### config.mk
export PLATFORM = sky130hd
export DESIGN_NAME = tmds_channel_decoder
export DESIGN_NICKNAME = d
export VERILOG_FILES = /design/src/rtl/tmds_pkg.sv /design/src/rtl/tmds_symbol_decode.sv /design/src/rtl/tmds_channel_decoder.sv
export SDC_FILE = /design/constraint.sdc
export NUM_CORES = 1
export LEC_CHECK = 0
export CAP_MARGIN = 30
export CORE_UTILIZATION = 60
export CTS_BUF_LIST = sky130_fd_sc_hd__clkbuf_2
export DETAILED_ROUTE_END_ITERATION = 10
export PLACE_DENSITY = 0.82
export SLEW_MARGIN = 20
export SYNTH_ARGS = -nofsm -noshare
export SYNTH_HDL_FRONTEND = slang
export SYNTH_SLANG_ARGS = --single-unit
### constraint.sdc
create_clock -name clk_pixel -period 4.6 [get_ports clk_pixel]
set_clock_uncertainty 0.05 [all_clocks]
set_input_delay 0.92 -clock clk_pixel [delete_from_list [all_inputs] [get_ports clk_pixel]]
set_output_delay 0.92 -clock clk_pixel [all_outputs]
set_load 0.1 [all_outputs]
### src/rtl/tmds_pkg.sv
// rtl/tmds_pkg.sv - shared constants and types for the TMDS channel decoder
package tmds_pkg;

    localparam logic [9:0] CTL_TOKEN_00 = 10'b1101010100;
    localparam logic [9:0] CTL_TOKEN_01 = 10'b0010101011;
    localparam logic [9:0] CTL_TOKEN_10 = 10'b0101010100;
    localparam logic [9:0] CTL_TOKEN_11 = 10'b1010101011;

    // Indexed by the 4-bit TERC4 data value.
    localparam logic [9:0] TERC4_TABLE [16] = '{
        10'b1010011100, 10'b1001100011, 10'b1011100100, 10'b1011100010,
        10'b0101110001, 10'b0100011110, 10'b0110001110, 10'b0100111100,
        10'b1011001100, 10'b0100111001, 10'b0110011100, 10'b1011000110,
        10'b1010001110, 10'b1001110001, 10'b0101100011, 10'b1011000011
    };

    typedef enum logic {
        SEARCH = 1'b0,
        LOCKED = 1'b1
    } state_e;

endpackage

### src/rtl/tmds_symbol_decode.sv
// rtl/tmds_symbol_decode.sv - combinational video, control and TERC4 decode of one aligned symbol
module tmds_symbol_decode
    import tmds_pkg::*;
(
    input  logic [9:0] sym,
    output logic [7:0] data,
    output logic [1:0] ctrl,
    output logic       ctrl_valid,
    output logic [3:0] terc4,
    output logic       terc4_valid
);

    logic [7:0] d;

    always_comb begin
        d       = sym[9] ? ~sym[7:0] : sym[7:0];
        data    = '0;
        data[0] = d[0];
        for (int i = 1; i < 8; i++) begin
            data[i] = sym[8] ? (d[i] ^ d[i-1]) : ~(d[i] ^ d[i-1]);
        end

        ctrl       = 2'b00;
        ctrl_valid = 1'b0;
        case (sym)
            CTL_TOKEN_00: begin ctrl = 2'b00; ctrl_valid = 1'b1; end
            CTL_TOKEN_01: begin ctrl = 2'b01; ctrl_valid = 1'b1; end
            CTL_TOKEN_10: begin ctrl = 2'b10; ctrl_valid = 1'b1; end
            CTL_TOKEN_11: begin ctrl = 2'b11; ctrl_valid = 1'b1; end
            default:      begin ctrl = 2'b00; ctrl_valid = 1'b0; end
        endcase

        terc4       = 4'd0;
        terc4_valid = 1'b0;
        for (int i = 0; i < 16; i++) begin
            if (sym == TERC4_TABLE[i]) begin
                terc4       = 4'(i);
                terc4_valid = 1'b1;
            end
        end
    end

endmodule

### src/rtl/tmds_channel_decoder.sv
// rtl/tmds_channel_decoder.sv - TMDS channel receiver: bit-slip alignment, lock FSM, registered decode
module tmds_channel_decoder
    import tmds_pkg::*;
#(
    parameter int CTL_RUN       = 8,
    parameter int SEARCH_CYCLES = 2048,
    parameter int LOSS_CYCLES   = 4096
) (
    input  logic       clk_pixel,
    input  logic       resetn,
    input  logic [9:0] word_in,
    output logic [7:0] data,
    output logic [1:0] ctrl,
    output logic       ctrl_valid,
    output logic [3:0] terc4,
    output logic       terc4_valid,
    output logic       locked,
    output logic [3:0] offset
);

    localparam int RUN_W  = $clog2(CTL_RUN) + 1;
    localparam int SRCH_W = $clog2(SEARCH_CYCLES) + 1;
    localparam int LOSS_W = $clog2(LOSS_CYCLES) + 1;
    localparam logic [RUN_W-1:0]  RUN_MAX  = RUN_W'(CTL_RUN);
    localparam logic [SRCH_W-1:0] SRCH_MAX = SRCH_W'(SEARCH_CYCLES);
    localparam logic [LOSS_W-1:0] LOSS_MAX = LOSS_W'(LOSS_CYCLES);

    state_e             state_q, state_d;
    logic [3:0]         offset_q, offset_d, offset_inc;
    logic [9:0]         prev_word_q;
    logic [19:0]        window;
    logic [9:0]         sym;
    logic [RUN_W-1:0]   run_cnt_q, run_cnt_d;
    logic [SRCH_W-1:0]  search_cnt_q, search_cnt_d;
    logic [LOSS_W-1:0]  loss_cnt_q, loss_cnt_d;
    logic [7:0]         data_q, data_d;
    logic [1:0]         ctrl_q, ctrl_d;
    logic               ctrl_valid_q, ctrl_valid_d;
    logic [3:0]         terc4_q, terc4_d;
    logic               terc4_valid_q, terc4_valid_d;

    assign window = {word_in, prev_word_q};
    assign sym    = window[offset_q +: 10];

    tmds_symbol_decode u_decode (
        .sym         (sym),
        .data        (data_d),
        .ctrl        (ctrl_d),
        .ctrl_valid  (ctrl_valid_d),
        .terc4       (terc4_d),
        .terc4_valid (terc4_valid_d)
    );

    // The FSM acts on the symbol being registered this edge, so locked/offset
    // move together with the decode outputs of the deciding symbol.
    always_comb begin
        state_d      = state_q;
        offset_d     = offset_q;
        run_cnt_d    = run_cnt_q;
        search_cnt_d = search_cnt_q;
        loss_cnt_d   = loss_cnt_q;
        offset_inc   = (offset_q == 4'd9) ? 4'd0 : offset_q + 4'd1;

        unique case (state_q)
            SEARCH: begin
                if (!ctrl_valid_d) begin
                    run_cnt_d = '0;
                end else if (run_cnt_q != '0 && ctrl_d == ctrl_q) begin
                    run_cnt_d = (run_cnt_q == RUN_MAX) ? run_cnt_q : run_cnt_q + RUN_W'(1);
                end else begin
                    run_cnt_d = RUN_W'(1);
                end
                search_cnt_d = (search_cnt_q == SRCH_MAX) ? search_cnt_q : search_cnt_q + SRCH_W'(1);
                loss_cnt_d   = '0;

                if (run_cnt_d == RUN_MAX) begin
                    state_d      = LOCKED;
                    run_cnt_d    = '0;
                    search_cnt_d = '0;
                end else if (search_cnt_d == SRCH_MAX) begin
                    offset_d     = offset_inc;
                    run_cnt_d    = '0;
                    search_cnt_d = '0;
                end
            end
            LOCKED: begin
                loss_cnt_d = ctrl_valid_d ? '0
                           : (loss_cnt_q == LOSS_MAX) ? loss_cnt_q : loss_cnt_q + LOSS_W'(1);
                if (loss_cnt_d == LOSS_MAX) begin
                    state_d      = SEARCH;
                    offset_d     = offset_inc;
                    run_cnt_d    = '0;
                    search_cnt_d = '0;
                    loss_cnt_d   = '0;
                end
            end
            default: state_d = SEARCH;
        endcase
    end

    always_ff @(posedge clk_pixel or negedge resetn) begin
        if (!resetn) begin
            state_q       <= SEARCH;
            offset_q      <= 4'd0;
            prev_word_q   <= 10'd0;
            run_cnt_q     <= '0;
            search_cnt_q  <= '0;
            loss_cnt_q    <= '0;
            data_q        <= 8'd0;
            ctrl_q        <= 2'd0;
            ctrl_valid_q  <= 1'b0;
            terc4_q       <= 4'd0;
            terc4_valid_q <= 1'b0;
        end else begin
            state_q       <= state_d;
            offset_q      <= offset_d;
            prev_word_q   <= word_in;
            run_cnt_q     <= run_cnt_d;
            search_cnt_q  <= search_cnt_d;
            loss_cnt_q    <= loss_cnt_d;
            data_q        <= data_d;
            ctrl_q        <= ctrl_d;
            ctrl_valid_q  <= ctrl_valid_d;
            terc4_q       <= terc4_d;
            terc4_valid_q <= terc4_valid_d;
        end
    end

    assign data        = data_q;
    assign ctrl        = ctrl_q;
    assign ctrl_valid  = ctrl_valid_q;
    assign terc4       = terc4_q;
    assign terc4_valid = terc4_valid_q;
    assign locked      = (state_q == LOCKED);
    assign offset      = offset_q;

endmodule
======== Yosys cells after proc, flatten, opt, wreduce, memory -nomap -nowiden ========
Index checks and enable logic that the tools add are counted.
word-level totals
  flip-flop bits (word level) ............. 60
  logic and storage cells ................. 133
cells by class
  add/sub/neg operators ................... 4
  equality and inequality tests ........... 31
  shift-type cells ........................ 1
  multiplexer cells ....................... 66
  bitwise operators ....................... 16
  reduce and logical (&&, ||, !) cells .... 4
operators with widths
  operator                                                                 count
  10-bit equality test (second input constant)                             11
  10-bit by 9-bit equality test with 1-bit output (second input constant)  8
  4-bit two-way mux                                                        19
  12-bit two-way mux                                                       4
  13-bit two-way mux                                                       3
  1-bit two-way mux                                                        27
  13-bit equality test (second input constant)                             2
  13-bit one-hot mux with 2 select lines                                   1
  12-bit equality test (second input constant)                             2
  12-bit one-hot mux with 2 select lines                                   1
  20-bit by 5-bit variable part select with 10-bit output                  1
  4-bit one-hot mux with 2 select lines                                    2
  13-bit by 1-bit adder with 13-bit output (second input constant)         1
  12-bit by 1-bit adder with 12-bit output (second input constant)         1
  4-bit equality test (second input constant)                              3
  3-bit two-way mux                                                        4
  10-bit by 8-bit equality test with 1-bit output (second input constant)  1
  4-bit by 1-bit adder with 4-bit output (second input constant)           2
  8-bit two-way mux                                                        1
  1-bit inverter                                                           8
  8-bit inverter                                                           1
  1-bit XOR                                                                7
  2-bit one-hot mux with 3 select lines                                    1
  2-bit two-way mux                                                        2
  8 further kinds                                                          9

======== Logic depth before layout (Yosys ltp) ========
  depth after elaboration ................. 18
  gate-level depth with buffers ........... 13
  gate-level depth less buffers ........... 11

======== Hierarchy ========
A second synthesis with hierarchy kept.
second synthesis, totals
  cells, all modules ...................... 447
  area total of the unflattened synthesis .. 4431.8 µm²
modules (own cells, without submodules)
  module                times used  cells an instance  area each (µm²)  sequential area each (µm²)
  tmds_channel_decoder  1           364                3778.6           1501.4
  tmds_symbol_decode    1           83                 653.1            0.0

======== Worst setup path before layout ========
No wires, ideal clock.
  path type ............................... register to register
  start ................................... register offset_q[1] (netlist: offset[1])
  end ..................................... register offset_q[3] (netlist: offset[3])
  setup time .............................. 0.069 ns
  arrival time ............................ 4.040 ns
  setup slack ............................. 0.441 ns
  stages on the path, launching flop included .. 11
  buffers on the path ..................... 1
  cell sequence ........................... dfrtp_1 buf_6 mux4_2 mux2i_1 nor4b_2 a41oi_1 or4b_1 a222oi_1 a2111oi_2 or4_1 nand3_1
between the ends
  cells in the longest elaborated chain, start to end .. 11
  elaborated cells on any way between the ends .. 26
RTL lines
  item                                                     RTL line                     source
  start, declared                                          tmds_channel_decoder.sv:29   logic [3:0] offset_q, offset_d, offset_inc;
  start signal, assigned                                   tmds_channel_decoder.sv:116  offset_q <= offset_d;
  20-bit by 5-bit variable part select with 10-bit output  tmds_channel_decoder.sv:43   assign sym = window[offset_q +: 10];
  10-bit equality test, or another cell as far along       tmds_symbol_decode.sv:25     case (sym)
  2-bit one-hot mux with 3 select lines                    tmds_symbol_decode.sv:25
  2-bit equality test                                      tmds_channel_decoder.sv:68   end else if (run_cnt_q != '0 && ctrl_d == ctrl_q) begin
  1-bit logical AND                                        tmds_channel_decoder.sv:68
  4-bit two-way mux                                        tmds_channel_decoder.sv:68
  4-bit two-way mux                                        tmds_channel_decoder.sv:66   if (!ctrl_valid_d) begin
  4-bit two-way mux                                        tmds_channel_decoder.sv:64   unique case (state_q)
  4-bit equality test                                      tmds_channel_decoder.sv:76   if (run_cnt_d == RUN_MAX) begin
  2-bit != test (no source line)                           -
  3-bit AND reduction (no source line)                     -
Parallel ways exist; a longest one is shown, timed or not. The select of a mux whose other input is x is not followed.
A chain may end at the register's enable or synchronous reset.

======== Worst setup path after layout ========
  start ................................... input word_in[9]
  end ..................................... register offset_q[1] (netlist: offset[1])
between the ends
  cells in the longest elaborated chain, start to end .. 11
  elaborated cells on any way between the ends .. 19
RTL lines
  item                                                       RTL line                    source
  start, declared                                            tmds_channel_decoder.sv:11  input logic [9:0] word_in,
  20-bit by 5-bit variable part select with 10-bit output *  tmds_channel_decoder.sv:43
  10-bit equality test, or another cell as far along         tmds_symbol_decode.sv:25
  2-bit one-hot mux with 3 select lines                      tmds_symbol_decode.sv:25
  2-bit equality test                                        tmds_channel_decoder.sv:68
  1-bit logical AND                                          tmds_channel_decoder.sv:68
  4-bit two-way mux                                          tmds_channel_decoder.sv:68
  4-bit two-way mux                                          tmds_channel_decoder.sv:66
  4-bit two-way mux                                          tmds_channel_decoder.sv:64
  4-bit equality test                                        tmds_channel_decoder.sv:76
  2-bit != test (no source line)                             -
  3-bit AND reduction (no source line) *                     -
Every way passes the cells marked *; elsewhere a longest branch is shown, timed or not. The select of a mux whose other input is x is not followed.

==> flow_summary.toml <==
[logic_synthesis]
syn_area_per_cell_um2 = 9.413
synth_edf_count = 0
syn_inst = 457
yosysWarningCount = 0
synth.most_common_cell = "dfrtp_1"
synth_top_area_cell = "dfrtp_1"
synth.distinct_cells = 69
ys_ff_latch = 60
synthTopCellsByArea = "dfrtp_1 (35%), xnor2_1 (5.1%), mux4_2 (4.2%)"
seq_area_frac_synth_pct = 34.90
synthesis.nets = 475
ys.flop_type = "dfrtp_1"
yosysTopAreaCellShare_pct = 34.90
synth_area_um2 = 4302
synthArstFlopShare_pct = 100.0
yosys-top-cells-count = "dfrtp_1 (60), nor2_1 (44), nand2_1 (31), nand3_1 (31), xnor2_1 (25)"

[worst_setup_path]
cp_max_fo = 6
r2r_setup_slack_ns = 0.41
cp-end-kind = "flop"
crit_arrival_ns = 4.51
cp_slowest_cell = "or4b_1"
reg2reg_to = "offset[1]$_DFFE_PN0P_"
r2r_start = "offset[1]$_DFFE_PN0P_"
critical_path.max_stage_delay_ns = 0.59
start_kind = "input pin"
required_ns = 4.92
path_delay_family = "multiplexers"
crit_chain = "clkdlybuf4s50_1 > mux4_2 > mux2_2 > nor4b_2 > a41oi_1 > or4b_1 > a222oi_1 > a2111oi_2 > nor3_1 > mux2_1"
crit_type = "input pin to flop"
cp_num_cells = 10
reg2regPathDepth = 10
cp_num_buf_inv = 1

[sta]
setup_slack_ns = 0.4076
finalHoldViolations = 0
fmax_ghz = 0.2385
worst_pin_slew_ns = 1.010
setup-tns-final_ns = 0
rsz0062_at_grt = "false"
final.period_utilization_pct = 91.14
slew_headroom_pct = 32.46
finalSetupViolations = 0
maxSlewViolCount = 0
finalCriticalPeriod_ns = 4.192

[cts]
cts_setup_buffers = 0
cts.path.max_buffers = 2
cts.repair.resized = 0
clock_latency_ns = 0.48
cts_tree = "built"
clkTransAtPathRegs_ns = 0.17
root_buffer = "clkbuf_2"
cts-htree-levels = 3
ctsHoldBuffers = 0
cts_buffers = 9
clock_sinks = 60

[place]
place.gp.congestion = 0.9295
pre_cts_ws_ns = -0.04072
port_buffers = 32
hpwlAfterDp_um = 7057
dpl-instance-area_um2 = 4771
placed_cells = 581

[drt]
dr_total_vias = 3724
dr.pass1.iters = 5
wl_per_cell_um = 16.25
drc_errors = 0
via_per_inst = 6.238
antenna_left = 0
postRouteWirelength_um = 9703
dr.first_iter.drc_count = 273

[final_layout]
num_antenna_cells = 0
drive_gt1_share_pct = 11.78
syn2layout_area_growth_pct = 13.41
multiInputGateArea_um2 = 2615
seq_area_um2 = 1501
post-route-cell-area_um2 = 4878
fin_nets = 514
final_cells = 597
fillers = 536

[global_routing]
grt_pass1_vias = 3478
grt_pass1_wl_um = 16400
track_usage_pct = 27.97
antenna_found_initial = 0
overflow = 0
grt_max_degree = 44

[floorplanning]
rows = 30
die_h_um = 86.67
start_util_pct = 62.62
dieArea_um2 = 7512
core_um2 = 6869
die_x_um = 86.67
ios = 33

[outcome]
outcome = "completed"

[power_and_ir_drop]
peakVddDrop_mv = 0.5196
p_leak_nw = 2.018
powerDensity_nw_per_um2 = 711.0

[worst_hold_path]
hold_path.class = "input pin to async pin"

[run]
maxCapViolations = 0
[worst max path at each step]
stage | start | to | slack [ns]
CTS | word_in[9] | offset[1]$_DFFE_PN0P_ | 0.47
floorplan | offset[1]$_DFFE_PN0P_ | offset[3]$_DFFE_PN0P_ | 0.44
finish | word_in[9] | offset[1]$_DFFE_PN0P_ | 0.41
detailed placement | word_in[1] | offset[1]$_DFFE_PN0P_ | -0.04
global route | offset[1]$_DFFE_PN0P_ | offset[3]$_DFFE_PN0P_ | 0.17
global placement | word_in[1] | offset[3]$_DFFE_PN0P_ | 0.09
[cells by family (layout without fill, tap and decap cells)]
family | Yosys count | after routing | synth area share [%]
buffers and inverters | 40 | 84 | 4.305
XOR/XNOR | 39 | 39 | 7.941
adder cells (fa/ha/maj) | 6 | 6 | 1.745
multiplexers | 40 | 40 | 14.19
AND/OR/NAND/NOR | 194 | 194 | 23.82
AO/OA/AOI/OAI | 78 | 78 | 13.09
flip-flops | 60 | 60 | 34.90
[layout make-up]
class / count / share of cell area [%]
Timing Repair Buffer: 51 / 9.643
Tap cell: 96 / 2.462
Clock inverter: 5 / 1.077
Multi-Input combinational cell: 357 / 53.60
Sequential cell: 60 / 30.78
Clock buffer: 11 / 1.128
Inverter: 17 / 1.308
[state kept, by name (all words and copies together), names as in the netlist]
name / cells
ctrl: 2
run_cnt_q: 4
terc4_valid: 1
search_cnt_q: 12
ctrl_valid: 1
locked: 1
terc4: 4
offset: 4
prev_word_q: 10
loss_cnt_q: 13
data: 8
[power by group]
group	leakage (nW)	internal, W	switching (W)
sequential	0.766	0.000656	0.000184
clock	0.0717	0.000127	0.000198
combinational	1.18	0.000872	0.00143
total	2.02	0.00166	0.00181
[per-layer routing]
layer | track usage, % | wire (µm) | vias to the layer above
met5 | 0 | 0 | -
met2 | 44.23 | 4475 | 128
met1 | 39.43 | 4628 | 1800
met4 | 11.06 | 196 | 0
li1 | - | - | 1776
met3 | 3.333 | 402 | 20
[metrics by stage]
stage	utilization (%)	hold WS (ns)	total power (W)
6_report	71.02	0.2873	0.003468
5_1_grt	71.02	0.2833	0.003694
4_1_cts	71.02	0.2841	0.003454
3_5_place_dp	69.45	0.5005	0.003123
3_3_place_gp	69.45	0.4879	0.003076
2_1_floorplan	-	0.4628	0.002597
[worst register-to-register path, delay by kind of cell, from the launching register on]
kind	cells	cell delay, ns
buffers and inverters	1	0.31
flip-flops	1	0.79
AND/OR/NAND/NOR	3	1.14
multiplexers	2	0.56
AO/OA/AOI/OAI	4	1.24
[cells in the final DEF (no fill, tap or decap), types with 3 or more instances in the layout]
cell / Yosys / routed
nand3_1: 31 / 31
a41oi_1: 3 / 3
clkbuf_2: 0 / 11
nand2b_1: 9 / 9
mux4_1: 6 / 6
ha_1: 6 / 6
and2_1: 4 / 4
and3_1: 11 / 11
nor4_1: 6 / 6
clkdlybuf4s50_1: 0 / 31
nor2_1: 44 / 44
mux4_2: 8 / 8
nor2b_1: 9 / 9
mux2_1: 3 / 3
a22oi_1: 3 / 3
xnor2_1: 25 / 25
o21ai_1: 8 / 8
mux2_2: 7 / 7
a31oi_1: 13 / 13
o2bb2ai_1: 3 / 3
nand3b_1: 3 / 3
a21oi_1: 11 / 11
inv_1: 16 / 16
nor4b_1: 3 / 3
clkinv_2: 0 / 3
nand2_1: 31 / 31
mux2i_1: 16 / 16
nor3_1: 13 / 13
nor3b_1: 5 / 5
o21ai_0: 6 / 6
buf_4: 2 / 18
nand4_1: 9 / 9
xor2_1: 14 / 14
o31ai_1: 5 / 5
dfrtp_1: 60 / 60
or2_2: 3 / 3
o22ai_1: 3 / 3
Note: power is estimated with default switching activity, not from simulation.
